$ cat src/rtl/lsu_pkg.sv
// Shared definitions for the load/store unit: funct3 access codes, AXI response
// codes, FSM state encoding and load extension helpers.
package lsu_pkg;

  localparam logic [2:0] F3_LB  = 3'b000;
  localparam logic [2:0] F3_LH  = 3'b001;
  localparam logic [2:0] F3_LW  = 3'b010;
  localparam logic [2:0] F3_LBU = 3'b100;
  localparam logic [2:0] F3_LHU = 3'b101;
  localparam logic [2:0] F3_SB  = 3'b000;
  localparam logic [2:0] F3_SH  = 3'b001;
  localparam logic [2:0] F3_SW  = 3'b010;

  localparam logic [1:0] RESP_OKAY   = 2'b00;
  localparam logic [1:0] RESP_SLVERR = 2'b10;
  localparam logic [1:0] RESP_DECERR = 2'b11;

  typedef enum logic [2:0] {
    S_IDLE = 3'd0,
    S_AR   = 3'd1,
    S_R    = 3'd2,
    S_W    = 3'd3,
    S_B    = 3'd4,
    S_DONE = 3'd5
  } lsu_state_e;

  function automatic logic [31:0] ext8(input logic [7:0] b, input logic sgn);
    return {{24{sgn & b[7]}}, b};
  endfunction

  function automatic logic [31:0] ext16(input logic [15:0] h, input logic sgn);
    return {{16{sgn & h[15]}}, h};
  endfunction

endpackage

$ cat src/rtl/lsu_if.sv
// AXI4-Lite bus between the LSU (master) and the memory system (slave).
interface lsu_if;

  logic [31:0] araddr;
  logic        arvalid;
  logic        arready;
  logic [31:0] rdata;
  logic [1:0]  rresp;
  logic        rvalid;
  logic        rready;
  logic [31:0] awaddr;
  logic        awvalid;
  logic        awready;
  logic [31:0] wdata;
  logic [3:0]  wstrb;
  logic        wvalid;
  logic        wready;
  logic [1:0]  bresp;
  logic        bvalid;
  logic        bready;

  modport master (
    output araddr, arvalid, rready, awaddr, awvalid, wdata, wstrb, wvalid, bready,
    input  arready, rdata, rresp, rvalid, awready, wready, bresp, bvalid
  );

  modport slave (
    input  araddr, arvalid, rready, awaddr, awvalid, wdata, wstrb, wvalid, bready,
    output arready, rdata, rresp, rvalid, awready, wready, bresp, bvalid
  );

endinterface

$ cat src/rtl/lsu_align.sv
// Combinational lane logic: store strobe/data placement, load extraction and
// extension, and the misalignment check (enabled by LSU_MISALIGN_CHK_EN).
module lsu_align
  import lsu_pkg::*;
(
  input  logic [1:0]  off,
  input  logic [2:0]  funct3,
  input  logic [31:0] st_data,
  input  logic [31:0] ld_raw,
  output logic [31:0] st_wdata,
  output logic [3:0]  st_wstrb,
  output logic [31:0] ld_data,
  output logic        misalign
);

  logic [4:0]  sh_amt_s;
  logic [7:0]  ld_byte_s;
  logic [15:0] ld_half_s;

  assign sh_amt_s = {off, 3'b000};

  // Store placement: lanes shifted past bit 31 simply fall off
  always_comb begin
    st_wdata = st_data;
    st_wstrb = 4'b1111;
    case (funct3)
      F3_SB: begin
        st_wdata = st_data << sh_amt_s;
        st_wstrb = 4'b0001 << off;
      end
      F3_SH: begin
        st_wdata = st_data << sh_amt_s;
        st_wstrb = 4'b0011 << off;
      end
      F3_SW: begin
        st_wdata = st_data;
        st_wstrb = 4'b1111;
      end
      default: begin
        st_wdata = st_data;
        st_wstrb = 4'b1111;
      end
    endcase
  end

  // Byte and halfword selection from the returned word
  always_comb begin
    ld_byte_s = ld_raw[7:0];
    case (off)
      2'd0:    ld_byte_s = ld_raw[7:0];
      2'd1:    ld_byte_s = ld_raw[15:8];
      2'd2:    ld_byte_s = ld_raw[23:16];
      2'd3:    ld_byte_s = ld_raw[31:24];
      default: ld_byte_s = ld_raw[7:0];
    endcase
    if (off[1]) begin
      ld_half_s = ld_raw[31:16];
    end else begin
      ld_half_s = ld_raw[15:0];
    end
  end

  // Sign or zero extension by access type
  always_comb begin
    ld_data = ld_raw;
    case (funct3)
      F3_LB:   ld_data = ext8(ld_byte_s, 1'b1);
      F3_LBU:  ld_data = ext8(ld_byte_s, 1'b0);
      F3_LH:   ld_data = ext16(ld_half_s, 1'b1);
      F3_LHU:  ld_data = ext16(ld_half_s, 1'b0);
      F3_LW:   ld_data = ld_raw;
      default: ld_data = ld_raw;
    endcase
  end

`ifdef LSU_MISALIGN_CHK_EN
  assign misalign = ((funct3[1:0] == 2'b01) && off[0]) ||
                    ((funct3[1:0] == 2'b10) && (off != 2'b00));
`else
  assign misalign = 1'b0;
`endif

endmodule

$ cat src/rtl/lsu.sv
// Multi-cycle load/store unit between EXU and WBU; issues at most one AXI4-Lite
// transaction per instruction. Optional misalign trap: LSU_MISALIGN_CHK_EN.
module lsu
  import lsu_pkg::*;
(
  input  logic        clk,
  input  logic        rst,
  input  logic        i_pre_valid,
  output logic        o_pre_ready,
  output logic        o_post_valid,
  input  logic        i_post_ready,
  input  logic [31:0] i_lsu_addr,
  input  logic [31:0] i_lsu_wdata,
  input  logic [31:0] i_lsu_alu_res,
  input  logic        i_lsu_ren,
  input  logic        i_lsu_wen,
  input  logic [2:0]  i_lsu_funct3,
  output logic [31:0] o_lsu_rd,
  output logic        o_lsu_bus_err,
  output logic        o_lsu_misalign,
  lsu_if.master       axi
);

  lsu_state_e  state_r;
  logic [1:0]  off_r;
  logic [2:0]  funct3_r;
  logic        post_valid_r;
  logic [31:0] rd_r;
  logic        bus_err_r;
  logic        misalign_r;
  logic        arvalid_r;
  logic [31:0] araddr_r;
  logic        rready_r;
  logic        awvalid_r;
  logic [31:0] awaddr_r;
  logic        wvalid_r;
  logic [31:0] wdata_r;
  logic [3:0]  wstrb_r;
  logic        bready_r;

  logic [1:0]  off_s;
  logic [2:0]  funct3_s;
  logic [31:0] st_wdata_s;
  logic [3:0]  st_wstrb_s;
  logic [31:0] ld_data_s;
  logic        misalign_s;
  logic        aw_acc_s;
  logic        w_acc_s;

  // Lane logic sees the live EXU request while idle, the latched one afterwards
  always_comb begin
    off_s    = off_r;
    funct3_s = funct3_r;
    if (state_r == S_IDLE) begin
      off_s    = i_lsu_addr[1:0];
      funct3_s = i_lsu_funct3;
    end else begin
      off_s    = off_r;
      funct3_s = funct3_r;
    end
  end

  lsu_align u_align (
    .off      (off_s),
    .funct3   (funct3_s),
    .st_data  (i_lsu_wdata),
    .ld_raw   (axi.rdata),
    .st_wdata (st_wdata_s),
    .st_wstrb (st_wstrb_s),
    .ld_data  (ld_data_s),
    .misalign (misalign_s)
  );

  // A dropped valid in W means that channel was already accepted
  assign aw_acc_s = !awvalid_r || axi.awready;
  assign w_acc_s  = !wvalid_r  || axi.wready;

  // Main FSM with all bus and WBU outputs registered
  always_ff @(posedge clk or negedge rst) begin
    if (!rst) begin
      state_r      <= S_IDLE;
      off_r        <= 2'b00;
      funct3_r     <= 3'b000;
      post_valid_r <= 1'b0;
      rd_r         <= 32'h0000_0000;
      bus_err_r    <= 1'b0;
      misalign_r   <= 1'b0;
      arvalid_r    <= 1'b0;
      araddr_r     <= 32'h0000_0000;
      rready_r     <= 1'b0;
      awvalid_r    <= 1'b0;
      awaddr_r     <= 32'h0000_0000;
      wvalid_r     <= 1'b0;
      wdata_r      <= 32'h0000_0000;
      wstrb_r      <= 4'b0000;
      bready_r     <= 1'b0;
    end else begin
      case (state_r)
        S_IDLE: begin
          if (i_pre_valid) begin
            off_r      <= i_lsu_addr[1:0];
            funct3_r   <= i_lsu_funct3;
            bus_err_r  <= 1'b0;
            misalign_r <= 1'b0;
            if ((i_lsu_wen || i_lsu_ren) && misalign_s) begin
              rd_r         <= 32'h0000_0000;
              misalign_r   <= 1'b1;
              post_valid_r <= 1'b1;
              state_r      <= S_DONE;
            end else if (i_lsu_wen) begin
              awaddr_r  <= i_lsu_addr;
              wdata_r   <= st_wdata_s;
              wstrb_r   <= st_wstrb_s;
              awvalid_r <= 1'b1;
              wvalid_r  <= 1'b1;
              state_r   <= S_W;
            end else if (i_lsu_ren) begin
              araddr_r  <= i_lsu_addr;
              arvalid_r <= 1'b1;
              state_r   <= S_AR;
            end else begin
              rd_r         <= i_lsu_alu_res;
              post_valid_r <= 1'b1;
              state_r      <= S_DONE;
            end
          end
        end
        S_AR: begin
          if (axi.arready) begin
            arvalid_r <= 1'b0;
            rready_r  <= 1'b1;
            state_r   <= S_R;
          end
        end
        S_R: begin
          if (axi.rvalid) begin
            rready_r     <= 1'b0;
            rd_r         <= ld_data_s;
            bus_err_r    <= (axi.rresp != RESP_OKAY);
            post_valid_r <= 1'b1;
            state_r      <= S_DONE;
          end
        end
        S_W: begin
          if (aw_acc_s && w_acc_s) begin
            awvalid_r <= 1'b0;
            wvalid_r  <= 1'b0;
            bready_r  <= 1'b1;
            state_r   <= S_B;
          end else begin
            if (awvalid_r && axi.awready) begin
              awvalid_r <= 1'b0;
            end
            if (wvalid_r && axi.wready) begin
              wvalid_r <= 1'b0;
            end
          end
        end
        S_B: begin
          if (axi.bvalid) begin
            bready_r     <= 1'b0;
            rd_r         <= 32'h0000_0000;
            bus_err_r    <= (axi.bresp != RESP_OKAY);
            post_valid_r <= 1'b1;
            state_r      <= S_DONE;
          end
        end
        S_DONE: begin
          if (i_post_ready) begin
            post_valid_r <= 1'b0;
            state_r      <= S_IDLE;
          end
        end
        default: begin
          post_valid_r <= 1'b0;
          arvalid_r    <= 1'b0;
          rready_r     <= 1'b0;
          awvalid_r    <= 1'b0;
          wvalid_r     <= 1'b0;
          bready_r     <= 1'b0;
          state_r      <= S_IDLE;
        end
      endcase
    end
  end

  assign o_pre_ready    = (state_r == S_IDLE);
  assign o_post_valid   = post_valid_r;
  assign o_lsu_rd       = rd_r;
  assign o_lsu_bus_err  = bus_err_r;
  assign o_lsu_misalign = misalign_r;

  assign axi.araddr  = araddr_r;
  assign axi.arvalid = arvalid_r;
  assign axi.rready  = rready_r;
  assign axi.awaddr  = awaddr_r;
  assign axi.awvalid = awvalid_r;
  assign axi.wdata   = wdata_r;
  assign axi.wstrb   = wstrb_r;
  assign axi.wvalid  = wvalid_r;
  assign axi.bready  = bready_r;

endmodule

$ cat src/flat_wrapper.sv
// flat-port wrapper written by rule: the top's interface ports become plain ports
module lsu_flat import lsu_pkg::*;
  (clk, rst, i_pre_valid, o_pre_ready, o_post_valid, i_post_ready, i_lsu_addr, i_lsu_wdata, i_lsu_alu_res, i_lsu_ren, i_lsu_wen, i_lsu_funct3, o_lsu_rd, o_lsu_bus_err, o_lsu_misalign, axi_araddr, axi_arvalid, axi_rready, axi_awaddr, axi_awvalid, axi_wdata, axi_wstrb, axi_wvalid, axi_bready, axi_arready, axi_rdata, axi_rresp, axi_rvalid, axi_awready, axi_wready, axi_bresp, axi_bvalid);
  lsu_if axi_i ();
  input  logic clk;
  input  logic rst;
  input  logic i_pre_valid;
  output logic o_pre_ready;
  output logic o_post_valid;
  input  logic i_post_ready;
  input  logic [31:0] i_lsu_addr;
  input  logic [31:0] i_lsu_wdata;
  input  logic [31:0] i_lsu_alu_res;
  input  logic i_lsu_ren;
  input  logic i_lsu_wen;
  input  logic [2:0] i_lsu_funct3;
  output logic [31:0] o_lsu_rd;
  output logic o_lsu_bus_err;
  output logic o_lsu_misalign;
  output wire logic [$bits(axi_i.araddr)-1:0] axi_araddr;
  output wire logic [$bits(axi_i.arvalid)-1:0] axi_arvalid;
  output wire logic [$bits(axi_i.rready)-1:0] axi_rready;
  output wire logic [$bits(axi_i.awaddr)-1:0] axi_awaddr;
  output wire logic [$bits(axi_i.awvalid)-1:0] axi_awvalid;
  output wire logic [$bits(axi_i.wdata)-1:0] axi_wdata;
  output wire logic [$bits(axi_i.wstrb)-1:0] axi_wstrb;
  output wire logic [$bits(axi_i.wvalid)-1:0] axi_wvalid;
  output wire logic [$bits(axi_i.bready)-1:0] axi_bready;
  input wire logic [$bits(axi_i.arready)-1:0] axi_arready;
  input wire logic [$bits(axi_i.rdata)-1:0] axi_rdata;
  input wire logic [$bits(axi_i.rresp)-1:0] axi_rresp;
  input wire logic [$bits(axi_i.rvalid)-1:0] axi_rvalid;
  input wire logic [$bits(axi_i.awready)-1:0] axi_awready;
  input wire logic [$bits(axi_i.wready)-1:0] axi_wready;
  input wire logic [$bits(axi_i.bresp)-1:0] axi_bresp;
  input wire logic [$bits(axi_i.bvalid)-1:0] axi_bvalid;
  assign axi_araddr = axi_i.araddr;
  assign axi_arvalid = axi_i.arvalid;
  assign axi_rready = axi_i.rready;
  assign axi_awaddr = axi_i.awaddr;
  assign axi_awvalid = axi_i.awvalid;
  assign axi_wdata = axi_i.wdata;
  assign axi_wstrb = axi_i.wstrb;
  assign axi_wvalid = axi_i.wvalid;
  assign axi_bready = axi_i.bready;
  assign axi_i.arready = axi_arready;
  assign axi_i.rdata = axi_rdata;
  assign axi_i.rresp = axi_rresp;
  assign axi_i.rvalid = axi_rvalid;
  assign axi_i.awready = axi_awready;
  assign axi_i.wready = axi_wready;
  assign axi_i.bresp = axi_bresp;
  assign axi_i.bvalid = axi_bvalid;
  lsu u_core (.clk(clk), .rst(rst), .i_pre_valid(i_pre_valid), .o_pre_ready(o_pre_ready), .o_post_valid(o_post_valid), .i_post_ready(i_post_ready), .i_lsu_addr(i_lsu_addr), .i_lsu_wdata(i_lsu_wdata), .i_lsu_alu_res(i_lsu_alu_res), .i_lsu_ren(i_lsu_ren), .i_lsu_wen(i_lsu_wen), .i_lsu_funct3(i_lsu_funct3), .o_lsu_rd(o_lsu_rd), .o_lsu_bus_err(o_lsu_bus_err), .o_lsu_misalign(o_lsu_misalign), .axi(axi_i));
endmodule
$ cat config.mk
export PLATFORM = sky130hd
export DESIGN_NAME = lsu_flat
export DESIGN_NICKNAME = d
export VERILOG_FILES = /design/src/rtl/lsu_pkg.sv /design/src/rtl/lsu_if.sv /design/src/rtl/lsu_align.sv /design/src/rtl/lsu.sv /design/src/flat_wrapper.sv
export SDC_FILE = /design/constraint.sdc
export NUM_CORES = 1
export LEC_CHECK = 0
export CORE_MARGIN = 1.5
export CORE_UTILIZATION = 44
export DETAILED_ROUTE_END_ITERATION = 16
export PLACE_DENSITY = 0.84
export SYNTH_ARGS = -nofsm -noshare
export SYNTH_HDL_FRONTEND = slang
export SYNTH_SLANG_ARGS = --single-unit
$ cat constraint.sdc
create_clock -name clk -period 3 [get_ports clk]
set_clock_uncertainty 0.15 [all_clocks]
set_input_delay 0.45 -clock clk [delete_from_list [all_inputs] [get_ports clk]]
set_output_delay 0.45 -clock clk [all_outputs]
set_load 0.005 [all_outputs]
**Word level (Yosys, flattened, before mapping)**

Index checks and enable logic that the tools add are counted.

- Register bits: 147
- Bits of input ports: 146
- Output and inout bits: 141

- Eq/ne operators: 23
- Shifts and indexed selects: 3
- Mux-type cells: 52
- Bitwise gates (word level): 6
- Reductions and logical operators: 31

Operators with widths:

| cell | number |
|---|---|
| 32-bit two-way mux | 6 |
| 32-bit one-hot mux with 4 select lines | 1 |
| 32-bit one-hot mux with 3 select lines | 1 |
| 8-bit one-hot mux with 4 select lines | 1 |
| 32-bit by 5-bit left shift with 32-bit output | 1 |
| 3-bit two-way mux | 9 |
| 1-bit two-way mux | 23 |
| 1-bit one-hot mux with 3 select lines | 6 |
| 3-bit one-hot mux with 6 select lines | 1 |
| 16-bit two-way mux | 1 |
| 4-bit AND reduction | 4 |
| 4-bit OR reduction | 4 |
| 2-bit != test (second input constant) | 7 |
| 3-bit == test (second input constant) | 4 |
| 6-bit AND reduction | 2 |
| 3-bit AND reduction | 3 |
| 4-bit one-hot mux with 2 select lines | 1 |
| 7-bit AND reduction | 1 |
| 3-bit by 1-bit == test with 1-bit output (second input constant) | 2 |
| 3-bit by 2-bit == test with 1-bit output (second input constant) | 2 |
| 3-bit zero test | 2 |
| 2-bit by 1-bit != test with 1-bit output (second input constant) | 3 |
| 3-bit by 1-bit != test with 1-bit output (second input constant) | 2 |
| 1-bit inverter | 6 |
| 15 further kinds | 22 |

**Depth between registers and ports, before layout**

Gate-level depths: netlist of run 1.

- Depth in word-level cells: 7
- Depth in mapped cells: 8
- Gate-level depth less buffers: 6

**Modules after synthesis**

A second synthesis of run 1 with hierarchy kept.

- Cell total of the unflattened synthesis: 666
- Area, all modules: 8075.2 sq um

By module, submodules not included:

| module | times used | cells an instance | area an instance (sq um) | sequential area each (sq um) |
|---|---|---|---|---|
| lsu | 1 | 433 | 6553.8 | 3703.6 |
| lsu_align | 1 | 233 | 1521.5 | 0.0 |

**Worst setup path before layout of run 1**

Ideal clock, no wire load.

- Path type: register to register
- Start point: register u_core.state_r[2]
- End point: register u_core.rd_r[22], in the netlist u_core.o_lsu_rd[22]
- Library setup time: 129 ps
- Data arrival time: 2006 ps
- Path slack: 715 ps
- Cell stages (with the launch flop): 8
- Buffers on the path: 1
- Cell sequence: dfrtp_1 -> or3_4 -> inv_2 -> mux2i_2 -> o2111ai_1 -> a31oi_4 -> buf_6 -> o22ai_1

- Cells in the longest elaborated chain, start to end: 7
- Elaborated cells on any way between the ends: 25
- Those cells by class: eq/ne (13); mux (7); reduce/logical (5)

RTL lines:

| element | line | RTL |
|---|---|---|
| start, declared | lsu.sv:24 | `lsu_state_e state_r;` |
| start signal, assigned | lsu.sv:81 | `state_r <= S_IDLE;` |
| start signal, assigned | lsu.sv:109 | `state_r <= S_DONE;` |
| start signal, assigned | lsu.sv:116 | `state_r <= S_W;` |
| 3-bit zero test | lsu.sv:54, lsu.sv:98 |  |
| 2-bit two-way mux | lsu.sv:54 | `if (state_r == S_IDLE) begin` |
| 2-bit == test, or another cell as far along | lsu_align.sv:49 | `case (off)` |
| 8-bit one-hot mux with 4 select lines | lsu_align.sv:49 |  |
| 32-bit one-hot mux with 4 select lines | lsu_align.sv:66 | `case (funct3)` |
| 32-bit two-way mux | lsu.sv:136 | `if (axi.rvalid) begin` |
| 32-bit one-hot mux with 3 select lines | lsu.sv:98 | `case (state_r)` |
| end signal, assigned | lsu.sv:122 | `rd_r <= i_lsu_alu_res;` |
| end signal, assigned | lsu.sv:138 | `rd_r <= ld_data_s;` |
| end, declared | lsu.sv:28 | `logic [31:0] rd_r;` |

Several ways; a longest one is shown, not always the timed one. The select of a mux whose other input is x is not followed.
A chain may end at the register's enable or synchronous reset.

**Final worst setup path of run 1**

- Start point: register u_core.state_r[2]
- End point: register u_core.wdata_r[31], in the netlist u_core.axi.wdata[31]

- Cells in the longest elaborated chain, start to end: 5
- Elaborated cells on any way between the ends: 9
- Those cells by class: eq/ne (1); shift (1); mux (3); reduce/logical (4)

RTL lines:

| element | line | RTL |
|---|---|---|
| 3-bit zero test (*) | lsu.sv:54, lsu.sv:98 |  |
| parallel branches: the longest is 4 deep, another holds 32-bit by 5-bit left shift with 32-bit output | n/a |  |
| end signal, assigned | lsu.sv:112 | `wdata_r <= st_wdata_s;` |
| end, declared | lsu.sv:37 | `logic [31:0] wdata_r;` |

Mark *: on every way between the ends.

==> results of run 1 <==
critical path, delay by kind of cell (launching register included):
kind,cells,cell delay (ps)
and+or+nand+nor,3,1570
DFF,1,380
AOI/OAI and AO/OA,2,390
buffers and inverters,1,160
power breakdown:
| group | switching, mW | internal (mW) |
|---|---|---|
| Combinational | 2.69 | 3.23 |
| Clock | 0.917 | 1.17 |
| Sequential | 0.554 | 2.94 |
| Total | 4.16 | 7.34 |
final cells by class:
type	instances	share of cell area (%)
well taps	216	2.48
repair buffers	314	28.7
flip-flops and latches	147	33.8
clock buffers	17	3.91
inverters	7	0.241
clock inverters	15	1.34
multi-input cells	502	29.5
worst max-delay path by stage:
| stage | startpoint | to | slack, ps | cells past startpoint |
|---|---|---|---|---|
| 5_1_grt | u_core.state_r[2] | u_core.axi.wdata[31] | 10 | 6 |
| 2_1_floorplan | u_core.state_r[2] | u_core.o_lsu_rd[22] | 720 | 7 |
| 3_3_place_gp | i_lsu_addr[1] | u_core.axi.wdata[31] | -70 | 7 |
| 4_1_cts | u_core.state_r[2] | u_core.axi.wdata[31] | 240 | 6 |
| 3_5_place_dp | i_lsu_addr[1] | u_core.axi.wdata[31] | -20 | 7 |
| 6_report | u_core.state_r[2] | u_core.axi.wdata[31] | 250 | 6 |
flip-flops by register name, indices dropped and copies added, names as in the netlist, 2 cells and up:
| signal | cells |
|---|---|
| u_core.off_r | 2 |
| u_core.axi.wstrb | 4 |
| u_core.o_lsu_rd | 32 |
| u_core.axi.awaddr | 32 |
| u_core.state_r | 3 |
| u_core.axi.wdata | 32 |
| u_core.axi.araddr | 32 |
| u_core.funct3_r | 3 |
cells in the mapped netlist (all sizes together) (5+ instances only):
master	instances	area (µm²)
inv	6	22.5
buf	21	139
nor2	61	231
nand2	110	413
clkbuf	27	101
nor3	6	35.0
o211ai	10	75.1
a222oi	8	80.1
a221oi	10	105
o22ai	30	188
a22oi	19	143
o21ai	56	280
o221ai	5	43.8
a22o	8	70.1
nand3	7	35.0
mux2	49	552
dfrtp	147	3680
a21oi	39	199
mux2i	17	203
nor2b	9	56.3
layer usage:
layer / wire, µm / share of wire (%) / up-vias / track usage (%)
met2: 11400 / 49 / 318 / 43.9
met1: 9540 / 41 / 3350 / 35.1
met3: 1830 / 7.8 / 50 / 6.72
met4: 629 / 2.7 / 0 / 11.8
li1: - / - / 3152 / -
met5: 0 / 0 / - / 0
cells by family (layout without fill, tap and decap cells):
family | after synthesis | after routing
buf+inv | 55 | 353
xor+xnor | 1 | 1
compound gates | 216 | 216
mux | 67 | 67
simple gates | 217 | 217
flops | 147 | 147
other cells | 1 | 1
through the flow:
step           power [mW]  setup slack [ps]  area (µm²)  TNS [ps]  utilization, %
2_1_floorplan        6.37               715        7150         0               -
3_3_place_gp         9.24             -67.8       10300     -69.5            64.9
3_5_place_dp         9.39             -24.3       10300     -24.3            64.9
4_1_cts              11.5               243       10900         0            68.5
5_1_grt              12.2              12.2       10900         0            68.5
6_report             11.5               247       10900         0            68.5
==> results.py, run 1 <==
metrics = {
    "clock_tree": {
        "cts_buffers": 17,
        "cts_setup_buffers": 0,
        "clkSinkCount": 147,
        "cts_tree": "built",
        "cts.repair.resized": 0,
        "clock_latency_ps": 430,
        "postCtsHoldBufs": 1,
        "clockBufferDepth": 2,
        "cts_root_buf": "clkbuf_16",
        "clk_pin_slew_worst_paths_ps": 70,
        "htree_levels": 4,
    },
    "timing": {
        "relSlewSlack_pct": 30.3,
        "grt_setup_unrepaired": "no",
        "whs_ps": 319,
        "finalMaxSlewViolations": 0,
        "fmax_mhz": 363,
        "setup_viol": 0,
        "worstMarginPinSlew_ps": 1040,
        "final-hold-violation-count": 0,
        "finalCriticalPeriod_ps": 2750,
        "fin_crit_sh_pct": 91.8,
    },
    "finish": {
        "multiInputGateArea_um2": 3210,
        "layout_common_cells": "284 x clkdlybuf4s50_1, 147 x dfrtp_1, 110 x nand2_1, 60 x nor2_1, 54 x o21ai_0",
        "fin_nets": 1135,
        "seq_area_um2": 3680,
        "fill_cells": 1223,
        "drive_gt1_share_pct": 12.8,
        "instances_no_fill": 1218,
        "mostFrequentLayoutCell": "clkdlybuf4s50_1",
        "n_antenna_cell": 0,
        "area_delta_synth_final_pct": 52.2,
    },
    "global_routing": {
        "antenna_found_initial": 0,
        "grt-ovfl-total": 0,
        "grt_max_degree": 77,
        "grt_pass1_wl_mm": 35.8,
        "grt.total_usage_pct": 27.2,
        "grt_pass1_vias": 6823,
    },
    "critical_path": {
        "regToRegSetupSlack_ps": 250,
        "cp-end-kind": "flop",
        "crit_chain": "or3_4 -> inv_2 -> nand4_1 -> nor3_2 -> a222oi_1 -> o21ai_0",
        "cpMaxStageDelayCell": "nor3_2",
        "rr_endpoint": "u_core.axi.wdata[31]",
        "r2r_cells": 6,
        "cpPeakStageDelay_ps": 840,
        "r2r_start": "u_core.state_r[2]",
        "worstPathRequired_ps": 3190,
        "start_kind": "flop",
        "path_max_fanout": 15,
        "path_class": "reg -> reg",
        "arrival_ps": 2940,
    },
    "route": {
        "drt_iter0_markers": 546,
        "drt_pass1_iterations": 5,
        "vias_per_cell": 5.64,
        "detail_route.wl_per_cell_um": 19.2,
        "wirelength_mm": 23.4,
        "route.detailed.drc": 0,
        "antenna_left": 0,
        "vias": 6870,
    },
    "synthesis": {
        "yosys.area_share.simple_pct": 13.3,
        "syn_area_per_cell_um2": 10.2,
        "ys_ff_latch": 147,
        "synth_compound_area_share_pct": 20.5,
        "synthCells": 704,
        "synth_top_family_by_area": "compound AO/OA/AOI/OAI gates",
        "synth_edf_count": 0,
        "ys_types": 66,
        "synthAdderAreaFrac_pct": 0,
        "async_flop_share_pct": 100,
        "synth_nets": 850,
        "ys_seq_area_share_pct": 51.4,
        "yosys_warnings": 0,
        "yosys-mux-area-fraction_pct": 10.9,
        "ys.flop_type": "dfrtp_1",
        "synth-xor-area-share_pct": 0.122,
        "netlist_area_um2": 7150,
    },
    "placed_design": {
        "place_hpwl_mm": 16.6,
        "port_buffers": 285,
        "gp_congestion": 0.933,
        "dp_cells": 1185,
    },
    "floorplan": {
        "fp.dieW_um": 130,
        "boundaryPins": 287,
        "start_util_pct": 45.0,
        "placementRows": 46,
        "die_area_um2": 17000,
        "die-height_um": 130,
        "core-area_um2": 15900,
    },
    "min_path": {
        "hold_class": "in -> async",
    },
    "pwr": {
        "irDropWorstVdd_uv": 656,
        "powerDensity_nw_per_um2": 1060,
        "power_leakage_nw": 4.55,
    },
    "status": {
        "run_status": "completed",
    },
    "run": {
        "cap_viol_max_count": 0,
    },
}
(Power assumes the default switching activity.)
==> run 2: changes to the inputs <==
--- a/config.mk
+++ b/config.mk
@@ -9,6 +9,9 @@
 export CORE_UTILIZATION = 44
 export DETAILED_ROUTE_END_ITERATION = 16
 export PLACE_DENSITY = 0.84
+export SETUP_SLACK_MARGIN = 0.15
+export SKIP_CTS_REPAIR_TIMING = 1
+export SLEW_MARGIN = 10
 export SYNTH_ARGS = -nofsm -noshare
 export SYNTH_HDL_FRONTEND = slang
 export SYNTH_SLANG_ARGS = --single-unit
==> run 2 against run 1 <==
Die area is the same. Register-to-register slack better by 150 ps. Via count is 0.31% lower. Clock power hardly changed. Non-clock buffer count unchanged. Core utilization hardly changed. Critical endpoint is now o_pre_ready.
==> results.py, run 2 (synthesis gave the netlist of run 1 again) <==
metrics = {
    "finish": {
        "seq_area_um2": 3680,
        "fin_nets": 1135,
        "fill_cells": 1222,
        "finalInstanceArea_um2": 10900,
        "post-route-util_pct": 68.6,
        "multiInputGateArea_um2": 3220,
        "drive_gt1_share_pct": 12.8,
        "n_antenna_cell": 0,
        "area_delta_synth_final_pct": 52.3,
        "layout_common_cells": "284 x clkdlybuf4s50_1, 147 x dfrtp_1, 110 x nand2_1, 60 x nor2_1, 54 x o21ai_0",
        "mostFrequentLayoutCell": "clkdlybuf4s50_1",
    },
    "run": {
        "cap_viol_max_count": 0,
    },
    "critical_path": {
        "worstPathRequired_ps": 2400,
        "path_class": "reg -> out",
        "cp-end-kind": "output port",
        "arrival_ps": 2020,
        "start_kind": "flop",
        "path_max_fanout": 12,
        "rr_endpoint": "u_core.axi.wdata[19]",
        "regToRegSetupSlack_ps": 400,
        "r2r_cells": 5,
        "r2r_start": "u_core.state_r[2]",
    },
    "placed_design": {
        "port_buffers": 285,
        "place_hpwl_mm": 16.6,
        "gp_congestion": 0.933,
        "postPlaceCellArea_um2": 10300,
    },
    "global_routing": {
        "grt_max_degree": 77,
        "antenna_found_initial": 0,
        "grt.total_usage_pct": 27.3,
        "grt_pass1_wl_mm": 35.9,
        "grt_pass1_vias": 6816,
        "grt-ovfl-total": 0,
    },
    "floorplan": {
        "placementRows": 46,
        "fp.dieW_um": 130,
        "boundaryPins": 287,
        "start_util_pct": 45.0,
        "die-height_um": 130,
        "die_area_um2": 17000,
        "core-area_um2": 15900,
    },
    "route": {
        "vias": 6849,
        "detail_route.wl_per_cell_um": 19.2,
        "drt_pass1_iterations": 7,
        "vias_per_cell": 5.62,
        "drt_iter0_markers": 585,
        "antenna_left": 0,
        "wirelength_mm": 23.4,
        "route.detailed.drc": 0,
    },
    "pwr": {
        "power_leakage_nw": 4.56,
        "powerDensity_nw_per_um2": 1060,
        "seq_power_share_pct": 30.4,
        "p_sw_mw": 4.18,
        "combPwrFrac_pct": 51.5,
        "power_mw": 11.5,
        "swShare_pct": 36.3,
        "p_clk_share_pct": 18.1,
        "irDropWorstVdd_uv": 656,
        "p_int_mw": 7.34,
    },
    "timing": {
        "whs_ps": 319,
        "final-hold-violation-count": 0,
        "relSlewSlack_pct": 30.1,
        "setup_viol": 0,
        "fin_crit_sh_pct": 87.4,
        "finalMaxSlewViolations": 0,
        "worstMarginPinSlew_ps": 1050,
        "grt_setup_unrepaired": "no",
        "finalCriticalPeriod_ps": 2620,
        "fmax_mhz": 381,
        "setup_tns_ps": 0,
    },
    "clock_tree": {
        "cts_buffers": 17,
        "clkSinkCount": 147,
        "cts_tree": "built",
        "clock_latency_ps": 430,
        "cts_root_buf": "clkbuf_16",
        "clk_pin_slew_worst_paths_ps": 70,
        "htree_levels": 4,
        "clockBufferDepth": 2,
    },
    "status": {
        "run_status": "completed",
    },
    "min_path": {
        "hold_class": "in -> async",
    },
}
==> run 2: changes by cell type in the layout (fill, tap and decap cells not counted) <==
cell	previous run	this run
nor3_2	1	0
nor3_4	0	1
==> run 2: how the worst max path moves through the flow <==
stage / startpoint / slack (ps) / to
floorplan: u_core.state_r[2] / 720 / u_core.o_lsu_rd[22]
global placement: i_lsu_addr[1] / -70 / u_core.axi.wdata[31]
detailed placement: i_lsu_addr[1] / -20 / u_core.axi.wdata[31]
CTS: u_core.state_r[2] / 240 / u_core.axi.wdata[31]
global route: u_core.state_r[2] / 230 / u_core.axi.wdata[19]
finish: u_core.state_r[2] / 380 / o_pre_ready
==> run 2: stage by stage <==
stage,setup WS [ps],cells
2_1_floorplan,715,704
3_3_place_gp,-67.8,1185
3_5_place_dp,-24.3,1185
4_1_cts,243,1217
5_1_grt,232,1218
6_report,378,1218
==> run 2: critical path, stage by stage (launching register included) <==
cell             delay (ps)
dfrtp_1                 380
or3_4                   500
inv_2                   160
clkdlybuf4s50_1         550
==> run 2: area by class of cell <==
class                   instances  area share [%]
clock buffers                  17            3.91
clock inverters                15            1.34
inverters                       7           0.241
multi-input cells             502            29.6
flip-flops and latches        147            33.8
well taps                     216            2.48
repair buffers                314            28.7
==> run 2: layer usage <==
layer	vias to the layer above	part of all wire (%)	track usage, %
met5	-	0	0
met4	0	2.8	11.8
met3	50	7.7	6.72
met2	313	49	43.9
met1	3334	41	35.1
li1	3152	-	-
==> run 2: power by group through the flow <==
stage          Combinational [mW]  Sequential [mW]  Clock, mW
5_1_grt                      6.40             3.61       2.19
3_5_place_dp                 5.86             3.52          0
2_1_floorplan                2.82             3.55          0
4_1_cts                      5.91             3.50       2.12
6_report                     5.93             3.50       2.09
3_3_place_gp                 5.76             3.48          0
